### config.mk
export PLATFORM = sky130hd
export DESIGN_NAME = mem_stage_p
export DESIGN_NICKNAME = d
export VERILOG_FILES = /design/src/rtl/mem_stage_p.sv
export SDC_FILE = /design/constraint.sdc
export NUM_CORES = 2
export LEC_CHECK = 0
export CORE_MARGIN = 2
export CORE_UTILIZATION = 30
export CTS_BUF_LIST = sky130_fd_sc_hd__clkbuf_8
export DETAILED_ROUTE_END_ITERATION = 8
export GPL_ROUTABILITY_DRIVEN = 0
export PLACE_DENSITY_LB_ADDON = 0.12
export RECOVER_POWER = 25
export SLEW_MARGIN = 20
export SYNTH_ARGS = -nofsm -noshare
export SYNTH_HDL_FRONTEND = slang
export SYNTH_SLANG_ARGS = --single-unit
### constraint.sdc
create_clock -name clock -period 5.2 [get_ports clock]
set_clock_uncertainty 0.05 [all_clocks]
set_input_delay 0.52 -clock clock [delete_from_list [all_inputs] [get_ports clock]]
set_output_delay 0.52 -clock clock [all_outputs]
set_load 0.05 [all_outputs]
### src/rtl/mem_stage_p.sv
// mem_stage_p: MEM pipeline stage between EX and WB. Resolves jumps, performs
// data-memory loads/stores with an optional wait-state count, stalls upstream
// while an access is in flight and registers every WB-bound value.
module mem_stage_p #(
  parameter int DW          = 8,
  parameter int RW          = 2,
  parameter int DEPTH       = 256,
  parameter int WAIT_STATES = 0
) (
  input  logic          clock,
  input  logic          reset,
  input  logic          ex_valid,
  input  logic          wr,
  input  logic          wm,
  input  logic          rm,
  input  logic          neq,
  input  logic          j,
  input  logic          jc,
  input  logic          zero,
  input  logic [DW-1:0] pc_target,
  input  logic [DW-1:0] alu_result,
  input  logic [DW-1:0] reg_val,
  input  logic [RW-1:0] rd_ex,
  output logic          stall,
  output logic          branch_taken,
  output logic [DW-1:0] jump_target,
  output logic          wb_valid,
  output logic          wr_wb,
  output logic          rm_wb,
  output logic [RW-1:0] rd_wb,
  output logic [DW-1:0] alu_wb,
  output logic [DW-1:0] data_wb
);

  localparam int         AW = (DEPTH > 1) ? $clog2(DEPTH) : 1;
  localparam logic [3:0] WS = 4'(WAIT_STATES);

  typedef enum logic {IDLE = 1'b0, BUSY = 1'b1} state_t;

  state_t      state_q, state_d;
  logic [3:0]  cnt_q, cnt_d;
  logic        lat_en;
  logic        done;

  // Instruction captured at the accept edge of a multi-cycle access
  logic [DW-1:0] addr_q, sdat_q, tgt_q;
  logic          wr_q, rm_q, wm_q, take_q;
  logic [RW-1:0] rd_q;

  // Instruction completing this cycle: live EX inputs in IDLE, latched copy in BUSY
  logic [DW-1:0] c_addr, c_sdat, c_tgt;
  logic          c_wr, c_rm, c_wm, c_take;
  logic [RW-1:0] c_rd;

  logic          take_ex;
  logic          in_range;
  logic          is_load;
  logic [AW-1:0] idx;
  logic [DW-1:0] rdata;

  logic [DW-1:0] mem_q [DEPTH];

  assign take_ex  = ex_valid & (j | (jc & (neq ? ~zero : zero)));
  assign stall    = (state_q == BUSY);
  assign in_range = (32'(c_addr) < 32'(DEPTH));
  assign idx      = c_addr[AW-1:0];
  // Both rm and wm high is treated as a plain store
  assign is_load  = c_rm & ~c_wm;
  assign rdata    = in_range ? mem_q[idx] : '0;

  // Next-state logic: accept/complete decision and selection of the completing instruction
  always_comb begin
    state_d = state_q;
    cnt_d   = cnt_q;
    lat_en  = 1'b0;
    done    = 1'b0;
    c_addr  = alu_result;
    c_sdat  = reg_val;
    c_tgt   = pc_target;
    c_wr    = wr;
    c_rm    = rm;
    c_wm    = wm;
    c_take  = take_ex;
    c_rd    = rd_ex;
    case (state_q)
      IDLE: begin
        if (ex_valid && (rm || wm) && (WAIT_STATES > 0)) begin
          state_d = BUSY;
          cnt_d   = WS;
          lat_en  = 1'b1;
        end else begin
          done = ex_valid;
        end
      end
      BUSY: begin
        cnt_d  = cnt_q - 4'd1;
        c_addr = addr_q;
        c_sdat = sdat_q;
        c_tgt  = tgt_q;
        c_wr   = wr_q;
        c_rm   = rm_q;
        c_wm   = wm_q;
        c_take = take_q;
        c_rd   = rd_q;
        if (cnt_q == 4'd1) begin
          done    = 1'b1;
          state_d = IDLE;
        end
      end
    endcase
  end

  // Data array write, only on the commit edge and never while reset is held
  always_ff @(posedge clock) begin
    if (!reset && done && c_wm && in_range) begin
      mem_q[idx] <= c_sdat;
    end
  end

  // Capture the accepted instruction for the duration of the wait states
  always_ff @(posedge clock) begin
    if (lat_en) begin
      addr_q <= alu_result;
      sdat_q <= reg_val;
      tgt_q  <= pc_target;
      wr_q   <= wr;
      rm_q   <= rm;
      wm_q   <= wm;
      take_q <= take_ex;
      rd_q   <= rd_ex;
    end
  end

  // FSM state, wait counter and WB/branch output registers
  always_ff @(posedge clock or posedge reset) begin
    if (reset) begin
      state_q      <= IDLE;
      cnt_q        <= 4'd0;
      branch_taken <= 1'b0;
      jump_target  <= '0;
      wb_valid     <= 1'b0;
      wr_wb        <= 1'b0;
      rm_wb        <= 1'b0;
      rd_wb        <= '0;
      alu_wb       <= '0;
      data_wb      <= '0;
    end else begin
      state_q      <= state_d;
      cnt_q        <= cnt_d;
      wb_valid     <= done;
      branch_taken <= done & c_take;
      if (done && c_take) begin
        jump_target <= c_tgt;
      end
      if (done) begin
        wr_wb   <= c_wr;
        rm_wb   <= is_load;
        rd_wb   <= c_rd;
        alu_wb  <= c_addr;
        data_wb <= is_load ? rdata : '0;
      end
    end
  end

endmodule

==> flow_results.xml <==
<?xml version="1.0" encoding="UTF-8"?>
<metrics>
  <group name="route">
    <metric name="drt_wl_total" unit="mm">240</metric>
    <metric name="vias_per_cell" unit="">4.96</metric>
    <metric name="drt-wirelength-per-cell" unit="um">28.9</metric>
    <metric name="dr.pass1.iters" unit="">5</metric>
    <metric name="drc" unit="">0</metric>
    <metric name="drtIter0Drc" unit="">3571</metric>
    <metric name="total_via_count_in_the_routed_design" unit="">41123</metric>
    <metric name="ant_nets" unit="">0</metric>
  </group>
  <group name="timing">
    <metric name="postLayoutSetupSlackWorst" unit="ns">0.842</metric>
    <metric name="maxSlewViolCount" unit="">860</metric>
    <metric name="finalCritPeriodShare" unit="">0.838</metric>
    <metric name="fin_crit" unit="ns">4.36</metric>
    <metric name="final_hold_viol_count" unit="">0</metric>
    <metric name="final-setup-viol-count" unit="">0</metric>
    <metric name="grt_setup_unrepaired" unit="">no</metric>
    <metric name="slew_headroom" unit="">-1.94</metric>
    <metric name="timing_worst_slew_pin_value" unit="ns">4.41</metric>
    <metric name="fin_setup_tns" unit="ns">0</metric>
    <metric name="fmax" unit="MHz">229</metric>
  </group>
  <group name="grt">
    <metric name="grt_pass1_wl" unit="mm">335</metric>
    <metric name="grt_pass1_vias" unit="">42949</metric>
    <metric name="grt_remaining_overflow" unit="">0</metric>
    <metric name="gr-usage-met2" unit="">0.274</metric>
    <metric name="grt_antenna_before_repair" unit="">15</metric>
    <metric name="use_met3" unit="">0.0313</metric>
    <metric name="use_met1" unit="">0.247</metric>
    <metric name="track_usage" unit="">0.174</metric>
    <metric name="grt_start_max_net_pins" unit="">126</metric>
    <metric name="most_congested_layer_reported_by_global_routing" unit="">met2</metric>
  </group>
  <group name="logic_synthesis">
    <metric name="mappedNetlistNets" unit="">3944</metric>
    <metric name="synth-edff-count" unit="">2048</metric>
    <metric name="synth_sequential_area_ratio" unit="">0.771</metric>
    <metric name="netlist_instances" unit="">3906</metric>
    <metric name="syn-cell-area" unit="um^2">80900</metric>
    <metric name="netlist_cell_types" unit="">64</metric>
    <metric name="postSynthRegisterBits" unit="">2083</metric>
    <metric name="asyncSetResetFlopFracSynth" unit="">0.0168</metric>
    <metric name="synth_ff_type" unit="">sky130_fd_sc_hd__edfxtp_1</metric>
    <metric name="yosysWarningCount" unit="">0</metric>
    <metric name="syn_avg_cell_area" unit="um^2">20.7</metric>
  </group>
  <group name="clocking">
    <metric name="cts-buffers-inserted" unit="">378</metric>
    <metric name="cts-htree-levels" unit="">5</metric>
    <metric name="max-clock-path-buffers" unit="">4</metric>
    <metric name="numClockSinks" unit="">2083</metric>
    <metric name="cts_tree" unit="">done</metric>
    <metric name="clock-root-buffer" unit="">sky130_fd_sc_hd__clkbuf_8</metric>
    <metric name="cts.repair.resized" unit="">0</metric>
    <metric name="post_cts.repair.setup_buffers" unit="">0</metric>
    <metric name="worstSkewPairLatency" unit="ns">1.08</metric>
    <metric name="clk_pin_slew_worst_paths" unit="ns">0.06</metric>
  </group>
  <group name="power_and_ir_drop">
    <metric name="switching_share" unit="">0.230</metric>
    <metric name="power_density" unit="nW/um^2">365</metric>
    <metric name="p_leak" unit="nW">30.2</metric>
    <metric name="share_clk_of_total_power" unit="">0.409</metric>
    <metric name="share_comb_of_total_power" unit="">0.054</metric>
    <metric name="internal_power" unit="W">0.0265</metric>
    <metric name="power.share.sequential" unit="">0.537</metric>
    <metric name="worst_ir_drop_on_vdd" unit="mV">0.205</metric>
    <metric name="power.net_switching" unit="W">0.00794</metric>
    <metric name="total_power" unit="W">0.0345</metric>
  </group>
  <group name="floorplanning">
    <metric name="dieWidth" unit="um">523</metric>
    <metric name="die-area" unit="um^2">274000</metric>
    <metric name="die_height" unit="um">523</metric>
    <metric name="floorplan.core_area" unit="um^2">268000</metric>
    <metric name="initial_core_util" unit="">0.302</metric>
    <metric name="num_io_pins" unit="">67</metric>
    <metric name="row_count" unit="">190</metric>
  </group>
  <group name="layout">
    <metric name="fill_cells" unit="">25211</metric>
    <metric name="seq_area" unit="um^2">62400</metric>
    <metric name="fin_cells" unit="">8286</metric>
    <metric name="area_occupied_by_multi_input_gates" unit="um^2">17200</metric>
    <metric name="drive_above_1_share" unit="">0.269</metric>
    <metric name="synthToLayoutAreaGrowth" unit="%">16.7</metric>
    <metric name="finalNetCount" unit="">4507</metric>
    <metric name="final_util" unit="">0.352</metric>
  </group>
  <group name="status">
    <metric name="failed_checks" unit="">max-capacitance violations, max-slew violations</metric>
    <metric name="run_status" unit="">finished, violations left</metric>
  </group>
  <group name="worst_hold_path">
    <metric name="holdCritPathClass" unit="">in -&gt; reg</metric>
  </group>
  <group name="critical_path">
    <metric name="setup_crit_path_kind" unit="">in -&gt; reg</metric>
    <metric name="path_delay_family" unit="">buffers and inverters</metric>
    <metric name="required_time_of_the_worst_setup_path" unit="ns">5.63</metric>
    <metric name="crit_path_end_kind" unit="">flop</metric>
    <metric name="worst_ep_arrival_time" unit="ns">4.79</metric>
    <metric name="slowest_stage_delay_cp" unit="ns">1.79</metric>
    <metric name="crit_path_top_delay_cell" unit="">sky130_fd_sc_hd__clkbuf_2</metric>
    <metric name="list_of_cells_traversed_by_the_critical_path" unit="">dlygate4sd3_1 -&gt; clkbuf_2 -&gt; clkbuf_2</metric>
    <metric name="critical_path.max_fanout" unit="">103</metric>
    <metric name="cpMostUsedCell" unit="">sky130_fd_sc_hd__clkbuf_2</metric>
    <metric name="crit_path_buf_inv_count" unit="">3</metric>
    <metric name="setup.worst_path.start_class" unit="">input pin</metric>
  </group>
  <group name="placement">
    <metric name="place.detailed.hpwl" unit="mm">148</metric>
    <metric name="place_inst" unit="">7620</metric>
    <metric name="placement.setup.worst_slack" unit="ns">0.974</metric>
    <metric name="io_buffer_count" unit="">66</metric>
  </group>
  <group name="flow_run">
    <metric name="maxCapViolCount" unit="">10</metric>
  </group>
</metrics>
-- flip-flops by register name, summed over array words and instances (netlist names) --
register,count
alu_wb,8
rd_wb,2
wb_valid,1
mem_q,2048
data_wb,8
branch_taken,1
stall,1
wr_wb,1
cnt_q,4
rm_wb,1
jump_target,8
-- kinds of logic (layout without fill, tap and decap cells) --
family	count (synthesis)	in the layout	share of synthesized area
flip-flops	2083	2083	0.771
multiplexers	638	638	0.145
AND/OR/NAND/NOR	525	525	0.0305
AO/OA/AOI/OAI	404	404	0.0357
buffers and inverters	250	1072	0.0172
XOR/XNOR	4	4	0.000433
adder cells (fa/ha/maj)	2	2	0.000309
other	0	6	0
-- synthesized netlist by cell type, types with 9 or more instances --
cell,count,area [um^2]
sky130_fd_sc_hd__nor2b_1,11,68.8
sky130_fd_sc_hd__edfxtp_1,2048,61500
sky130_fd_sc_hd__nand3_1,65,325
sky130_fd_sc_hd__a22o_1,31,272
sky130_fd_sc_hd__a21o_1,15,113
sky130_fd_sc_hd__dfrtp_1,35,876
sky130_fd_sc_hd__a32oi_1,9,78.8
sky130_fd_sc_hd__o211ai_1,28,210
sky130_fd_sc_hd__clkbuf_1,87,327
sky130_fd_sc_hd__a22oi_1,142,1070
sky130_fd_sc_hd__mux2i_1,189,1890
sky130_fd_sc_hd__o221ai_1,15,131
sky130_fd_sc_hd__o2111ai_1,15,131
sky130_fd_sc_hd__or4bb_1,10,113
sky130_fd_sc_hd__nand2_1,70,263
sky130_fd_sc_hd__mux2_2,26,293
sky130_fd_sc_hd__nor2_1,294,1100
sky130_fd_sc_hd__mux4_2,423,9530
sky130_fd_sc_hd__buf_6,21,236
sky130_fd_sc_hd__buf_4,38,285
sky130_fd_sc_hd__o22ai_1,32,200
sky130_fd_sc_hd__a21oi_1,70,350
sky130_fd_sc_hd__buf_1,11,41.3
sky130_fd_sc_hd__nand4_1,10,62.6
sky130_fd_sc_hd__o21ai_0,9,45.0
sky130_fd_sc_hd__nor3_1,10,50.1
sky130_fd_sc_hd__buf_2,82,410
-- stage by stage --
| step | hold slack (ns) | cell area, um^2 |
|---|---|---|
| final | 0.174 | 94400 |
| after global routing | 0.116 | 94400 |
| after CTS | 0.0561 | 94500 |
| after detailed placement | 0.414 | 87600 |
| after global placement | 0.413 | 87600 |
| after floorplan | 0.393 | 80900 |
-- layout make-up --
class / instances / share of cell area
inverters: 8 / 0.000318
diodes: 6 / 0.000159
flip-flops and latches: 2083 / 0.661
repair buffers: 425 / 0.0382
clock inverters: 244 / 0.0131
well taps: 3552 / 0.0471
clock buffers: 395 / 0.0576
multi-input cells: 1573 / 0.183
-- worst register-to-register path: stages (launching register included) --
cell                       delay (ns)
sky130_fd_sc_hd__dfrtp_1         0.39
sky130_fd_sc_hd__inv_1           0.08
sky130_fd_sc_hd__ha_1            0.13
sky130_fd_sc_hd__nor3b_1         0.41
sky130_fd_sc_hd__mux2i_4         0.22
sky130_fd_sc_hd__nand3b_1        0.30
sky130_fd_sc_hd__nor3b_1         0.45
sky130_fd_sc_hd__nand2_1         0.74
sky130_fd_sc_hd__nor2_1          0.91
-- what timing repair did --
item / 4_1_cts / 5_1_grt
endpoints found under the hold margin: 510 / 0
setup endpoints to repair: 0 / 0
hold buffers: 21 / 0
-- cells in the final DEF, fill, tap and decap left out, types with 30 or more instances in the layout --
cell type                         instances
sky130_fd_sc_hd__clkbuf_8               395
sky130_fd_sc_hd__a21oi_1                 70
sky130_fd_sc_hd__a22o_1                  31
sky130_fd_sc_hd__edfxtp_1              2048
sky130_fd_sc_hd__mux4_2                 423
sky130_fd_sc_hd__nand3_1                 61
sky130_fd_sc_hd__inv_1                  125
sky130_fd_sc_hd__mux2i_1                188
sky130_fd_sc_hd__nor2_1                 292
sky130_fd_sc_hd__dfrtp_1                 35
sky130_fd_sc_hd__clkdlybuf4s50_1         50
sky130_fd_sc_hd__clkinv_1                80
sky130_fd_sc_hd__nand2_1                 58
sky130_fd_sc_hd__buf_4                  315
sky130_fd_sc_hd__a22oi_1                142
sky130_fd_sc_hd__clkinv_2                30
sky130_fd_sc_hd__o22ai_1                 32
-- power by group through the flow --
| stage | Clock (W) | Combinational [W] | Sequential, W |
|---|---|---|---|
| 3_5_place_dp | 0 | 0.00189 | 0.0189 |
| 3_3_place_gp | 0 | 0.00189 | 0.0189 |
| 5_1_grt | 0.0153 | 0.00197 | 0.0185 |
| 2_1_floorplan | 0 | 0.000854 | 0.0189 |
| 6_report | 0.0141 | 0.00186 | 0.0185 |
| 4_1_cts | 0.0146 | 0.00191 | 0.0185 |
-- path summary, 6_finish.rpt --
check / end / slack (ns) / cells past startpoint / start
min: alu_wb[7] / 0.17 / 4 / alu_result[7]
max reg2reg: mem_q[159][3] / 1.12 / 8 / cnt_q[1]
max in group asynchronous: jump_target[3] / 1.92 / 4 / reset
min reg2reg: cnt_q[3] / 0.43 / 1 / cnt_q[3]
max: mem_q[251][1] / 0.84 / 3 / reg_val[1]
min in group asynchronous: alu_wb[5] / 1.65 / 4 / reset
-- routing by layer --
layer	up-vias	wire [um]
met3	315	11800
met2	1180	113000
met4	0	5240
met1	22192	110000
li1	17436	-
met5	-	0
(Power assumes the default switching activity.)
